`config.mk`:
```
export PLATFORM = sky130hd
export DESIGN_NAME = inst_fetch_queue
export DESIGN_NICKNAME = d
export VERILOG_FILES = /design/src/rtl/inst_fetch_queue.sv
export SDC_FILE = /design/constraint.sdc
export NUM_CORES = 1
export LEC_CHECK = 0
export BUFFER_PORTS_ARGS = -buffer_cell sky130_fd_sc_hd__buf_4
export CORE_ASPECT_RATIO = 1.5
export CORE_MARGIN = 3
export CORE_UTILIZATION = 52
export DETAILED_ROUTE_END_ITERATION = 7
export PLACE_DENSITY = 0.73
export SKIP_LAST_GASP = 1
export SYNTH_ARGS = -nofsm -noshare
export SYNTH_HDL_FRONTEND = slang
export SYNTH_SLANG_ARGS = --single-unit
```
`constraint.sdc`:
```
create_clock -name clk -period 3.24 [get_ports clk]
set_input_delay 0.324 -clock clk [delete_from_list [all_inputs] [get_ports clk]]
set_output_delay 0.324 -clock clk [all_outputs]
set_load 0.02 [all_outputs]
```
`src/rtl/inst_fetch_queue.sv`:
```
// Instruction fetch queue: fetches one word per cycle into a DEPTH-entry FIFO toward decode.
// Optional macro IFQ_BYPASS_EN lets an empty queue hand the fetched word straight to decode.
module inst_fetch_queue #(
  parameter int          DEPTH    = 4,
  parameter logic [31:0] RESET_PC = 32'h0
) (
  input  logic        clk,
  input  logic        rst_n,
  output logic [5:0]  imem_addr,
  input  logic [31:0] imem_data,
  input  logic        redirect_valid,
  input  logic [31:0] redirect_pc,
  output logic        out_valid,
  input  logic        out_ready,
  output logic [31:0] out_inst,
  output logic [31:0] out_pc
);

  localparam int PW = (DEPTH > 1) ? $clog2(DEPTH) : 1;
  localparam int CW = PW + 1;
  localparam logic [CW-1:0] FULL_CNT = CW'(DEPTH);

  logic [31:0]   fetch_pc;
  logic [31:0]   pc_mem   [DEPTH];
  logic [31:0]   inst_mem [DEPTH];
  logic [PW-1:0] rd_ptr;
  logic [PW-1:0] wr_ptr;
  logic [CW-1:0] count;
  logic          push;
  logic          pop;
  logic          bypass_take;
  logic          advance;
  logic          unused_redirect_bits;

  assign imem_addr            = fetch_pc[7:2];
  assign unused_redirect_bits = ^redirect_pc[1:0];

  // A redirect overrides everything: no push, and the current head is not consumed.
  always_comb begin
    out_valid   = (count != '0);
    out_inst    = inst_mem[rd_ptr];
    out_pc      = pc_mem[rd_ptr];
    bypass_take = 1'b0;
    pop         = (count != '0) && out_ready && !redirect_valid;
`ifdef IFQ_BYPASS_EN
    if ((count == '0) && !redirect_valid && rst_n) begin
      out_valid   = 1'b1;
      out_inst    = imem_data;
      out_pc      = fetch_pc;
      bypass_take = out_ready;
    end
`endif
    push    = !redirect_valid && !bypass_take && ((count != FULL_CNT) || pop);
    advance = push || bypass_take;
  end

  always_ff @(posedge clk or negedge rst_n) begin
    if (!rst_n) begin
      fetch_pc <= {RESET_PC[31:2], 2'b00};
      rd_ptr   <= '0;
      wr_ptr   <= '0;
      count    <= '0;
    end else if (redirect_valid) begin
      fetch_pc <= {redirect_pc[31:2], 2'b00};
      rd_ptr   <= '0;
      wr_ptr   <= '0;
      count    <= '0;
    end else begin
      if (advance) fetch_pc <= fetch_pc + 32'd4;
      if (push)    wr_ptr   <= wr_ptr + PW'(1);
      if (pop)     rd_ptr   <= rd_ptr + PW'(1);
      count <= count + CW'(push) - CW'(pop);
    end
  end

  // Entry storage needs no reset; count gates visibility of stale contents.
  always_ff @(posedge clk) begin
    if (push) begin
      pc_mem[wr_ptr]   <= fetch_pc;
      inst_mem[wr_ptr] <= imem_data;
    end
  end

endmodule

```
==> flow_summary.toml <==
[worst_hold_path]
hp-class = "in2reg"
worstHoldPathCells = 3
hold_start = "redirect_pc[12]"

[clock_tree]
cts_hold_buf = 29
cts_resized = 0
cts_sinks = 285
htreeDepth = 1
postCtsSetupBuffers = 0
cts_buffers = 27
clk_latency_ns = 0.51
clk_pin_slew_worst_paths_ns = 0.06
tritoncts = "yes"
cts_root_buf = "clkbuf_16"
clockBufferDepth = 3

[route]
vias = 5998
drt-initial-drc-count = 478
final_antenna_net_count = 0
firstDrtPassIters = 6
drc_errors = 0
wl_per_cell_um = 21.5
vias_per_cell = 5.77
wirelength_um = 22300

[sta]
period_share = 0.853
tns_ns = 0
hold_viol = 0
setup_violations = 0
worst_pin_slew_ns = 0.721
max_freq_ghz = 0.362
fin_skew_ns = 0.00618
fin_crit_ns = 2.76
whs_ns = 0.0180
rsz0062_at_grt = "no"
relSlewSlack = 0.507
finalMaxSlewViolations = 0

[cells_and_area]
fin_cells = 1040
n_antenna_cell = 0
mostFrequentLayoutCells = "248 x edfxtp_1, 139 x buf_4, 62 x mux4_2"
final_area_mm2 = 0.0138
drive_gt1_frac = 0.342
nets = 829
final_common_cell = "edfxtp_1"
area_delta_synth_final_pct = 22.4

[worst_setup_path]
path_buf_inv = 2
max_stage_delay_ns = 0.80
ff2ff_path_depth = 10
start_kind = "flip-flop"
r2r_slack_ns = 0.70
endpoint = "out_pc[11]"
arrival_ns = 2.44
end_kind = "primary output"
worst-path-stages = 3
crit_chain = "buf_4 > mux4_2 > buf_4"
path_class = "reg2out"
cpLargestDelayFamily = "flip-flops"
worst_path_most_repeated_cell = "buf_4"
critical_path.slowest_cell = "dfrtp_4"
path_max_fanout = 26
startpoint = "rd_ptr[0]"
worstReg2RegEnd = "count[2]"
required_ns = 2.92
r2r_start = "count[1]"

[global_routing]
use_met3 = 0.0284
grt_pass1_vias = 6416
antenna_found_initial = 0
track_usage = 0.191
grt_max_degree = 41
grt.overflow.total = 0
grt_pass1_wl_um = 35400
grt.busiest_layer = "met2"
grt_use_met2 = 0.346
grt_use_met1 = 0.242

[flow_run]
drv_cap = 0

[synth]
yosysUniqueCellTypes = 47
syn_inst = 584
synthTopCellsByArea = "edfxtp_1 66%, mux4_2 12%, dfrtp_1 8.2%"
ys_seq_elements = 285
syn_area_per_cell_um2 = 19.3
seq_area_frac_synth = 0.742
syn_area_mm2 = 0.0113
synth_area_leader_cell = "edfxtp_1"
synth_top_area_frac = 0.660
ys_warn_count = 0

[outcome]
status = "finished, final reports clean"

[place]
dp_cells = 963
port_buffers = 134
dpl_cell_area_mm2 = 0.0126
gp_congestion = 0.823
dp_hpwl_um = 14000

[power_and_ir_drop]
vdd_drop_max_uv = 492
totalPowerFinal_mw = 10.8
power.density_mw_per_mm2 = 780
p_leak_nw = 4.77

[floorplanning]
die_h_um = 186
dieArea_mm2 = 0.0236
start_util = 0.532
ios = 139
core_mm2 = 0.0212
num_rows = 65
die_x_um = 126
synth_stat cells (all sizes together):
| cell | number |
|---|---|
| a21oi | 2 |
| nand2 | 25 |
| and3 | 4 |
| or3b | 1 |
| inv | 8 |
| o41ai | 5 |
| o2111a | 1 |
| xor2 | 11 |
| o2111ai | 6 |
| o21ai | 17 |
| o31ai | 10 |
| fa | 1 |
| nor3b | 1 |
| nand4bb | 1 |
| and4 | 4 |
| nor2 | 23 |
| and2b | 1 |
| mux2i | 1 |
| and2 | 7 |
| or3 | 3 |
| buf | 22 |
| a31oi | 17 |
| conb | 1 |
| o211ai | 4 |
| nor2b | 1 |
| edfxtp | 248 |
| xnor2 | 5 |
| ha | 7 |
| dfrtp | 37 |
| or4 | 11 |
| a211oi | 2 |
| a2111oi | 1 |
| nand3 | 11 |
| or4b | 4 |
| nand2b | 1 |
| clkbuf | 13 |
| mux4 | 62 |
| nand4 | 4 |
| clkinv | 1 |
cells by family (layout without fill, tap and decap cells):
group | Yosys count | after routing | share of synthesized area
DFF | 285 | 285 | 0.742
and+or+nand+nor | 102 | 102 | 0.0504
AOI/OAI and AO/OA | 65 | 65 | 0.0416
muxes | 63 | 63 | 0.125
buffers and inverters | 44 | 231 | 0.0196
xor gates and xnor gates | 16 | 16 | 0.0124
adders and majority gates | 8 | 8 | 0.00953
other | 1 | 2 | 0.000332
metal layers:
| metal | vias up | share of wire |
|---|---|---|
| met2 | 173 | 0.55 |
| li1 | 2718 | - |
| met4 | 0 | 0.018 |
| met5 | - | 0 |
| met1 | 3070 | 0.39 |
| met3 | 37 | 0.046 |
state kept, by name, summed over array words and instances (netlist names):
signal,count
rd_ptr,2
count,3
pc_mem,120
inst_mem,128
wr_ptr,2
fetch_pc,30
where the power goes:
group	total (mW)	internal, mW	switching (mW)
registers	4.90	4.58	0.323
logic	2.74	1.30	1.44
clock network	3.14	1.87	1.27
total	10.8	7.75	3.03
stage by stage:
step / util / setup slack (ns)
finish: 0.651 / 0.476
global placement: 0.595 / 0.765
global route: 0.651 / 0.310
floorplan: - / 0.395
CTS: 0.651 / 0.391
detailed placement: 0.595 / 0.741
cell type report:
| type | count | area (um2) |
|---|---|---|
| sequential | 285 | 8380 |
| fill | 1426 | 7410 |
| multi-input combinational | 256 | 2710 |
| timing repair buffer | 174 | 1450 |
| clock buffer | 35 | 788 |
| tap | 268 | 335 |
| clock inverter | 13 | 120 |
| inverter | 9 | 33.8 |
worst min path at each step:
stage | endpoint | slack, ns
after global routing | inst_mem[2][26] | 0.004
after CTS | inst_mem[3][10] | 0.0001
after detailed placement | fetch_pc[12] | 0.32
final | fetch_pc[12] | 0.02
after global placement | fetch_pc[12] | 0.31
after floorplan | count[0] | 0.03
worst register-to-register path, cell delays in order, from the launching register on:
cell     delay [ns]
dfrtp_1        0.43
nor3b_1        0.56
a21oi_1        0.28
inv_1          0.11
ha_1           0.23
inv_1          0.06
ha_1           0.14
inv_1          0.05
fa_1           0.37
xnor2_1        0.16
nor2_1         0.05
Power figures use the tool's default switching activity.
